### src/rtl/fetch_pair_queue.sv
// fetch_pair_queue: dual-issue instruction queue between fetch and Decode, two in / two out per cycle.
// Optional same-cycle bypass on an empty queue is enabled by defining FETCHQ_BYPASS_EN.
module fetch_pair_queue #(
    parameter int WIDTH = 32,
    parameter int DEPTH = 8
) (
    input  logic                    clk,
    input  logic                    rst,
    input  logic                    flush,
    input  logic [1:0]              enq_valid,
    input  logic [1:0][WIDTH-1:0]   enq_pc,
    input  logic [1:0][WIDTH-1:0]   enq_instr,
    output logic                    enq_ready,
    output logic [1:0]              deq_valid,
    output logic [1:0][WIDTH-1:0]   deq_pc,
    output logic [1:0][WIDTH-1:0]   deq_instr,
    output logic [1:0][WIDTH-1:0]   deq_normal,
    input  logic [1:0]              deq_accept,
    output logic [$clog2(DEPTH):0]  count,
    output logic                    ovf_err
);
    localparam int PW = $clog2(DEPTH);
    localparam int CW = PW + 1;
    localparam logic [WIDTH-1:0] NOP_INSTR = WIDTH'(32'h0000_0013);

    logic [WIDTH-1:0] mem_pc    [DEPTH];
    logic [WIDTH-1:0] mem_instr [DEPTH];

    logic [PW-1:0] wr_ptr_reg;
    logic [PW-1:0] rd_ptr_reg;
    logic [CW-1:0] count_reg;
    logic          ovf_reg;

    logic [1:0]    n_enq;
    logic [1:0]    n_deq;
    logic [1:0]    n_wr;
    logic [1:0]    n_pop;
    logic          src_sel;

`ifdef FETCHQ_BYPASS_EN
    logic          bypass;
    assign bypass = (count_reg == '0) && !flush;
`endif

    assign enq_ready = (count_reg <= CW'(DEPTH - 2));
    assign count     = count_reg;
    assign ovf_err   = ovf_reg;

    // n_wr/n_pop are what actually touches storage; bypassed entries skip it entirely.
    always_comb begin
        n_enq = 2'd0;
        if (enq_ready) begin
            n_enq = {1'b0, enq_valid[0]} + {1'b0, enq_valid[0] & enq_valid[1]};
        end
        n_deq   = {1'b0, deq_accept[0] & deq_valid[0]}
                + {1'b0, deq_accept[0] & deq_accept[1] & deq_valid[1]};
        n_wr    = n_enq;
        n_pop   = n_deq;
        src_sel = 1'b0;
`ifdef FETCHQ_BYPASS_EN
        if (bypass) begin
            n_wr    = n_enq - n_deq;
            n_pop   = 2'd0;
            src_sel = n_deq[0];
        end
`endif
    end

    always_ff @(posedge clk or posedge rst) begin
        if (rst) begin
            wr_ptr_reg <= '0;
            rd_ptr_reg <= '0;
            count_reg  <= '0;
            ovf_reg    <= 1'b0;
        end else if (flush) begin
            wr_ptr_reg <= '0;
            rd_ptr_reg <= '0;
            count_reg  <= '0;
            ovf_reg    <= 1'b0;
        end else begin
            wr_ptr_reg <= wr_ptr_reg + PW'(n_wr);
            rd_ptr_reg <= rd_ptr_reg + PW'(n_pop);
            count_reg  <= count_reg + CW'(n_wr) - CW'(n_pop);
            if (enq_valid[0] && !enq_ready) begin
                ovf_reg <= 1'b1;
            end
        end
    end

    // Storage is deliberately not reset; pointers and count define what is live.
    always_ff @(posedge clk) begin
        if (!flush) begin
            if (n_wr != 2'd0) begin
                mem_pc[wr_ptr_reg]    <= enq_pc[src_sel];
                mem_instr[wr_ptr_reg] <= enq_instr[src_sel];
            end
            if (n_wr == 2'd2) begin
                mem_pc[wr_ptr_reg + PW'(1)]    <= enq_pc[1];
                mem_instr[wr_ptr_reg + PW'(1)] <= enq_instr[1];
            end
        end
    end

    for (genvar gi = 0; gi < 2; gi++) begin : g_slot
        logic [PW-1:0]    rd_idx;
        logic             slot_valid;
        logic [WIDTH-1:0] slot_pc;
        logic [WIDTH-1:0] slot_instr;

        assign rd_idx = rd_ptr_reg + PW'(gi);

        always_comb begin
            slot_valid = (count_reg > CW'(gi));
            slot_pc    = mem_pc[rd_idx];
            slot_instr = mem_instr[rd_idx];
`ifdef FETCHQ_BYPASS_EN
            if (bypass) begin
                slot_valid = (gi == 0) ? enq_valid[0] : (enq_valid[0] & enq_valid[1]);
                slot_pc    = enq_pc[gi];
                slot_instr = enq_instr[gi];
            end
`endif
            if (!slot_valid) begin
                slot_pc    = '0;
                slot_instr = NOP_INSTR;
            end
        end

        assign deq_valid[gi]  = slot_valid;
        assign deq_pc[gi]     = slot_pc;
        assign deq_instr[gi]  = slot_instr;
        assign deq_normal[gi] = slot_pc + WIDTH'(4);
    end

endmodule

### config.mk
export PLATFORM = sky130hd
export DESIGN_NAME = fetch_pair_queue
export DESIGN_NICKNAME = d
export VERILOG_FILES = /design/src/rtl/fetch_pair_queue.sv
export SDC_FILE = /design/constraint.sdc
export NUM_CORES = 1
export LEC_CHECK = 0
export BUFFER_PORTS_ARGS = -buffer_cell sky130_fd_sc_hd__clkbuf_2
export CORE_MARGIN = 1.5
export CORE_UTILIZATION = 65
export CTS_BUF_LIST = sky130_fd_sc_hd__clkbuf_16
export DETAILED_ROUTE_END_ITERATION = 6
export HOLD_SLACK_MARGIN = 0.08
export PLACE_DENSITY = 0.87
export SLEW_MARGIN = 15
export SYNTH_ARGS = -nofsm -noshare
export SYNTH_HDL_FRONTEND = slang
export SYNTH_SLANG_ARGS = --single-unit
### constraint.sdc
create_clock -name clk -period 10.8 [get_ports clk]
set_input_delay 3.24 -clock clk [delete_from_list [all_inputs] [get_ports clk]]
set_output_delay 3.24 -clock clk [all_outputs]
set_load 0.01 [all_outputs]
# == Word-level counts from Yosys, hierarchy flattened ==
# Memory sizes are Yosys's and may differ from the RTL's.
# Cells that the tools add are included.
# word_totals
ramBits,512
output_inout_bits,200
memories,2
inputBits,135
wordCells,44
ff_bits,11
# op_classes
n_reduce_logical,4
muxes,16
add_sub_neg,10
n_eq_ne,1
bitwise,4
order_cmp,3
# memory_table
name,depth,word_bits,rd,rd_clocked_by_memory_dff,write_ports,line_no,source
mem_instr,8,32,2,0,2,27,logic [WIDTH-1:0] mem_instr [DEPTH];
mem_pc,8,32,2,0,2,26,logic [WIDTH-1:0] mem_pc [DEPTH];
# ops
operator,count
$mux W32,4
$add A32 B3 Y32 const B,2
$gt A4 B1 Y1 const B,2
$mux W1,8
$add A3 B1 Y3 const B,2
$add A3 B2 Y3,2
$mux W3,2
$add A1 B1 Y2,2
$add A4 B2 Y4,1
$and A1 B1 Y1,4
$le A4 B3 Y1 const B,1
$mux W4,1
$reduce_bool A2 Y1,2
$sub A4 B2 Y4,1
$eq A2 B2 Y1 const B,1
$mux W2,1
$logic_and A1 B1 Y1,1
$logic_not A1 Y1,1

# == Depth between registers and ports, before layout ==
# Gate-level depths: netlist of run 1.
# logic_depth
depth_word,7
ltp_mapped,17
mapped_depth_nobuf,14

# == Worst setup path after synthesis of run 1 ==
# OpenSTA, ideal clock, no wires.
# synth_path
path_kind,input to register
from,in flush
to,mem mem_instr[0][0] (enable)
required_ns,10.219
setup_slack_ns,1.831
arrival_time_ns,8.388
cell_stages,2
setup_time_ns,0.581
path_buffers,0
cell_sequence,or3_1 -> o31ai_1
# synth_lines
element,line_no,source
"start, declared",9,"input logic flush,"
"end, declared",27,

==> out/qor.yml, run 1 <==
sta:
  setup_viol: 0
  timing.final.crit_share_pct: 86.2
  period_needed_ns: 9.31
  maxSlewHeadroom_pct: 16.7
  fmax_ghz: 0.107
  hold_viol: 0
  maxSlewViolCount: 0
  setup-tns-final_ns: 0
  rsz0062_at_grt: "no"
  tightest_slew_ns: 1.25
  clock_skew_ns: 0.0162
global_route:
  gr-total-overflow: 0
  grt_max_degree: 65
  antenna_found_initial: 13
  grt_use_total_pct: 37.8
  grt_pass1_vias: 22800
  grt_pass1_wl_mm: 141
cts:
  cts.path.max_buffers: 3
  cts_tree: "done"
  path_clk_slew_ns: 0.06
  cts-resized-gates: 0
  cts_max_level: 2
  postCtsSetupBuffers: 0
  cts_buffers: 54
  cts_num_sinks: 523
  clk_latency_ns: 0.61
  cts_hold_buf: 0
  root_buffer: "clkbuf_16"
worst_setup_path:
  criticalPathCategory: "reg -> out"
  arrival_ns: 6.07
  end_kind: "primary output"
  r2r_cells: 10
  path_max_fanout: 56
  worstPathRequired_ns: 7.56
  critPathLaunchType: "register"
floorplanning:
  rows: 81
  dieArea_um2: 50600
  die_w_um: 225
  die_y_um: 225
  core_region_area_um2: 48700
  io_pins: 335
  start_util_pct: 65.6
synth:
  synth_seq_cells: 523
  syn_area_per_cell_um2: 14.7
  synth_top_area_share_pct: 48.0
  dominantRegCellSynth: "edfxtp_1"
  syn_inst: 2170
  ys_warn_count: 0
  synthDistinctLibCells: 64
  ys_async_sr_fraction_pct: 2.10
  synthTopCellsByArea: "edfxtp_1, mux2_2, mux4_2, mux2i_1, nand2_1"
  synth_edf_count: 512
  yosysTopAreaCell: "edfxtp_1"
  synth_fp_nets: 2323
  synth_area_um2: 32000
  seq_area_frac_synth_pct: 48.9
detailed_routing:
  drc: 0
  vias_per_cell: 7.11
  wirelength_mm: 95.5
  wl_per_cell_um: 30.4
  vias: 22300
  ant_nets: 0
  first_pass_iters: 5
  drt_first_iter_violations: 2760
placed_design:
  port_buffers: 334
  place_inst: 3033
  place_hpwl_mm: 56.5
  globalplace.congestion: 0.920
final_layout:
  area_growth_pct: 11.7
  final_core_util_pct: 73.3
  drive_above_1_share_pct: 48.9
  nets: 2578
  instances_no_fill: 3141
power:
  power_density_nw_per_um2: 248
  peakVddDrop_uv: 221
  cellLeakagePower_nw: 12.3
job:
  drv_cap: 0
hold_path:
  holdPathStages: 2
  min_path_type: "reg -> reg"
status:
  outcome: "completed"
final timing paths:
kind	startpoint	end	slack (ns)
max in group asynchronous	rst	rd_ptr_reg[0]$_DFF_PP0_	7.84
min in group asynchronous	rst	ovf_err$_DFFE_PP0P_	2.61
min	ovf_err$_DFFE_PP0P_	ovf_err$_DFFE_PP0P_	0.51
min reg2reg	ovf_err$_DFFE_PP0P_	ovf_err$_DFFE_PP0P_	0.51
max	rd_ptr_reg[1]$_DFF_PP0_	deq_normal[63]	1.49
max reg2reg	count[3]$_DFF_PP0_	mem_pc[6][29]$_DFFE_PP_	5.97
worst max-delay path, cell delays in order (launching register included):
cell,delay (ns)
dfrtp_4,1.09
ha_4,0.72
buf_4,0.70
a2111oi_0,0.35
nor4_2,0.81
nand4_1,0.39
nor4b_4,0.65
nand4_1,0.26
xnor2_1,0.22
clkbuf_2,0.16
per-layer routing:
metal  up-vias  global-route usage, %  wire [µm]
li1       9151                      -          -
met1     11100                   46.1      32700
met4         6                   22.4       5870
met2      1640                   62.8      46300
met5         -                      0         42
met3       412                   7.54      10600
area by class of cell:
| type | count | area, µm² |
|---|---|---|
| antenna | 14 | 35.0 |
| multi-input combinational | 1439 | 15500 |
| clock inverter | 39 | 249 |
| sequential | 523 | 15700 |
| inverter | 34 | 128 |
| tap | 664 | 831 |
| fill | 3098 | 13000 |
| timing repair buffer | 373 | 1960 |
| clock buffer | 55 | 1380 |
cell usage after synthesis (3+ instances only):
master / count
nor4_4: 3
o32ai_1: 9
nand2b_1: 5
buf_6: 8
nor3_1: 4
nor4_1: 4
nand3b_1: 3
xor2_1: 10
nand2_1: 132
nand3_1: 37
a211oi_1: 5
buf_1: 12
nor4_2: 7
a2111oi_0: 23
buf_2: 55
nor2b_1: 32
mux2_2: 525
dfrtp_1: 11
clkbuf_1: 68
mux2i_1: 134
inv_1: 32
ha_1: 14
fa_1: 4
and2_1: 9
and4_1: 3
nor2_1: 84
buf_4: 28
mux4_2: 197
nand4_1: 19
a21oi_1: 46
a22oi_1: 24
and3_1: 15
o21bai_1: 4
xnor2_1: 51
a22o_1: 3
edfxtp_1: 512
placed cells by master, fill, tap and decap left out, types with 9 or more instances in the layout:
cell type / n
a21oi_1: 46
xor2_1: 10
nand2_1: 128
inv_1: 43
o32ai_1: 9
nor2_1: 83
and3_1: 11
nand4_1: 19
a2111oi_0: 23
clkinv_1: 15
mux2i_1: 134
diode_2: 14
mux4_2: 197
clkbuf_16: 55
ha_1: 13
xnor2_1: 51
a22oi_1: 24
clkbuf_2: 334
nand3_1: 37
nor2b_1: 32
buf_4: 39
mux2_2: 525
edfxtp_1: 512
report_power, final:
| part | total [W] | switching [W] | internal [W] |
|---|---|---|---|
| Combinational | 0.00458 | 0.00266 | 0.00192 |
| Sequential | 0.00250 | 0.000138 | 0.00236 |
| Clock | 0.00178 | 0.000793 | 0.000985 |
| Total | 0.00886 | 0.00359 | 0.00526 |
stage by stage:
| step | power [W] | hold slack, ns | area (µm²) | setup slack [ns] |
|---|---|---|---|---|
| 2_1_floorplan | 0.00562 | 0.526 | 32000 | 1.83 |
| 3_3_place_gp | 0.00694 | 0.484 | 34100 | 2.67 |
| 3_5_place_dp | 0.00703 | 0.488 | 34100 | 2.32 |
| 4_1_cts | 0.00880 | 0.503 | 35700 | 1.58 |
| 5_1_grt | 0.00918 | 0.529 | 35700 | 1.27 |
| 6_report | 0.00886 | 0.510 | 35700 | 1.49 |
logic make-up (layout without fill, tap and decap cells):
family / Yosys count / after routing / share of synthesized area [%]
adders and majority gates: 18 / 18 / 0.798
other: 0 / 14 / 0
DFF: 523 / 523 / 48.9
muxes: 857 / 857 / 36.6
and+or+nand+nor: 371 / 371 / 5.88
AOI/OAI and AO/OA: 130 / 130 / 2.83
buffers and inverters: 208 / 501 / 3.25
xor gates and xnor gates: 63 / 63 / 1.77
Note: power is estimated with default switching activity, not from simulation.
==> inputs of run 2 (changes only) <==
--- a/config.mk
+++ b/config.mk
@@ -5,13 +5,14 @@
 export SDC_FILE = /design/constraint.sdc
 export NUM_CORES = 1
 export LEC_CHECK = 0
+export ABC_CLOCK_PERIOD_IN_PS = 10800
 export BUFFER_PORTS_ARGS = -buffer_cell sky130_fd_sc_hd__clkbuf_2
 export CORE_MARGIN = 1.5
 export CORE_UTILIZATION = 65
 export CTS_BUF_LIST = sky130_fd_sc_hd__clkbuf_16
 export DETAILED_ROUTE_END_ITERATION = 6
 export HOLD_SLACK_MARGIN = 0.08
-export PLACE_DENSITY = 0.87
+export PLACE_DENSITY = 0.95
 export SLEW_MARGIN = 15
 export SYNTH_ARGS = -nofsm -noshare
 export SYNTH_HDL_FRONTEND = slang
==> constraint.sdc (replaced) <==
create_clock -name clk -period 10.8 [get_ports clk]
set_input_delay 3.24 -clock clk [delete_from_list [all_inputs] [get_ports clk]]
set_output_delay 3.24 -clock clk [all_outputs]
set_load 0.02 [all_outputs]
==> out/qor.yml, run 2 (same netlist as run 1, synthesis figures left out) <==
power:
  comb_power_share_pct: 54.2  # +2.5 points
  pwr-share-seq_pct: 25.5  # -2.7 points
  power_density_nw_per_um2: 267  # +7.9%
  peakVddDrop_uv: 228  # +3.4%
  cell_internal_pwr_w: 0.00538  # +2.2%
  clockPowerShare_pct: 20.3  # +0.2 points
  sw_frac_of_total_pct: 44.1  # +3.5 points
  power_w: 0.00962  # +8.6%
  p_switching_w: 0.00424  # +18%
  cellLeakagePower_nw: 12.4  # +0.81%
global_route:
  use_met2_pct: 63.1  # +0.31 points
  grt-busiest-layer: "met2"
  met3_usage_pct: 11.9  # +4.4 points
  antenna_found_initial: 16  # +3
  grt_pass1_vias: 23800  # +4.5%
  gr-total-overflow: 0  # unchanged
  grt_max_degree: 78  # +20%
  grt_use_met1_pct: 46.9  # +0.81 points
  grt_use_total_pct: 39.6  # +1.8 points
  grt_pass1_wl_mm: 147  # +4.7%
hold_path:
  min_path_type: "reg -> reg"
cts:
  cts_tree: "done"
  path_clk_slew_ns: 0.07  # about the same
  cts_buffers: 56  # +3.7%
  cts-resized-gates: 0  # unchanged
  cts.path.max_buffers: 3  # unchanged
  cts_num_sinks: 523  # unchanged
  cts_max_level: 2  # unchanged
  postCtsSetupBuffers: 0  # unchanged
  root_buffer: "clkbuf_16"
  cts_hold_buf: 0  # unchanged
  clk_latency_ns: 0.64  # +0.03 ns
sta:
  fmax_ghz: 0.108  # +0.98%
  hold_viol: 0  # unchanged
  clock_skew_ns: 0.0150  # -0.00123 ns
  maxSlewHeadroom_pct: 18.6  # +1.9 points
  tightest_slew_ns: 1.22  # -0.0286 ns
  timing.final.crit_share_pct: 85.4  # -0.84 points
  maxSlewViolCount: 0  # unchanged
  period_needed_ns: 9.22  # -0.0908 ns
  rsz0062_at_grt: "no"
  setup_viol: 0  # unchanged
  setup-tns-final_ns: 0  # unchanged
detailed_routing:
  drc: 0  # unchanged
  wirelength_mm: 99.5  # +4.2%
  drt_first_iter_violations: 3335  # +21%
  wl_per_cell_um: 31.6  # +3.8%
  vias: 23000  # +3.0%
  vias_per_cell: 7.30  # +2.7%
  ant_nets: 0  # unchanged
  first_pass_iters: 6  # +1
placed_design:
  dpl-instance-area_um2: 34100  # about the same
  place_hpwl_mm: 59.4  # +5.1%
  port_buffers: 334  # unchanged
  globalplace.congestion: 0.921  # about the same
worst_setup_path:
  critPathLaunchType: "register"
  worstPathRequired_ns: 7.56  # about the same
  arrival_ns: 5.98  # -0.09 ns
  criticalPathCategory: "reg -> out"
  path_max_fanout: 67  # +20%
  end_kind: "primary output"
floorplanning:
  rows: 81  # unchanged
  io_pins: 335  # unchanged
  dieArea_um2: 50600  # unchanged
  start_util_pct: 65.6  # unchanged
  die_w_um: 225  # unchanged
  core_region_area_um2: 48700  # unchanged
  die_y_um: 225  # unchanged
status:
  outcome: "completed"
final_layout:
  final_common_cell: "mux2_2"
  multiInputGateArea_um2: 15500  # about the same
  mostFrequentLayoutCells: "mux2_2, edfxtp_1, clkbuf_2"
  register_area_um2: 15700  # unchanged
  area_growth_pct: 12.4
  drive_above_1_share_pct: 49.5  # +0.55 points
  fill_cells: 2846  # -8.1%
  fin_area_um2: 36000  # +0.61%
  nets: 2580  # +0.078%
job:
  drv_cap: 0  # unchanged
## run 2: changes by cell type in the layout (fill, tap and decap cells not counted), sizes merged
cell,change
diode,-1
clkinvlp,+2
inv,+3
clkbuf,+1
clkinv,+2
bufinv,+3
## run 2: worst max-delay path, cell delays in order, from the launching register on
cell and delay (ns):
dfrtp_4 0.71, ha_4 0.86, buf_4 0.77, a2111oi_0 0.37
nor4_4 0.56, nand4_2 0.33, nor3_2 0.89, nand4_1 0.35
xnor2_1 0.24, clkbuf_2 0.19
## run 2: metrics by stage
stage | cells | utilization, % | worst slack, ns | hold slack (ns)
finish | 3151 | 73.8 | 1.58 | 0.520
detailed placement | 3033 | 69.9 | 2.50 | 0.507
global placement | 3033 | 69.9 | 2.66 | 0.480
CTS | 3138 | 73.7 | 1.79 | 0.522
floorplan | 2170 | - | 1.83 | 0.594
global route | 3147 | 73.7 | 1.44 | 0.537
## run 2: area by class of cell
class / count / share of cell area [%]
Timing Repair Buffer: 373 / 5.47
Clock inverter: 49 / 1.21
Sequential cell: 523 / 43.6
Clock buffer: 56 / 3.90
Multi-Input combinational cell: 1439 / 43.1
Tap cell: 664 / 2.31
Antenna cell: 13 / 0.0905
Inverter: 34 / 0.355
## run 2: final timing paths
| path | to | start | slack (ns) | depth (start not counted) |
|---|---|---|---|---|
| max | deq_normal[63] | rd_ptr_reg[1]$_DFF_PP0_ | 1.58 | 9 |
| min | ovf_err$_DFFE_PP0P_ | ovf_err$_DFFE_PP0P_ | 0.52 | 2 |
| max reg2reg | mem_pc[3][22]$_DFFE_PP_ | count[3]$_DFF_PP0_ | 5.98 | 11 |
| min reg2reg | ovf_err$_DFFE_PP0P_ | ovf_err$_DFFE_PP0P_ | 0.52 | 2 |
| max in group asynchronous | rd_ptr_reg[0]$_DFF_PP0_ | rst | 7.78 | 2 |
| min in group asynchronous | rd_ptr_reg[1]$_DFF_PP0_ | rst | 2.61 | 2 |
## run 2: power by group through the flow
stage	Combinational, W	Sequential (W)	Clock, W
6_report	0.00521	0.00246	0.00195
5_1_grt	0.00543	0.00247	0.00203
4_1_cts	0.00511	0.00245	0.00195
3_5_place_dp	0.00506	0.00249	0
3_3_place_gp	0.00496	0.00248	0
2_1_floorplan	0.00363	0.00245	0
## run 2: routing by layer
| layer | vias to the layer above | share of wire [%] |
|---|---|---|
| li1 | 9151 | - |
| met1 | 11300 | 32 |
| met2 | 1973 | 48 |
| met3 | 513 | 13 |
| met4 | 12 | 6.5 |
| met5 | - | 0.072 |
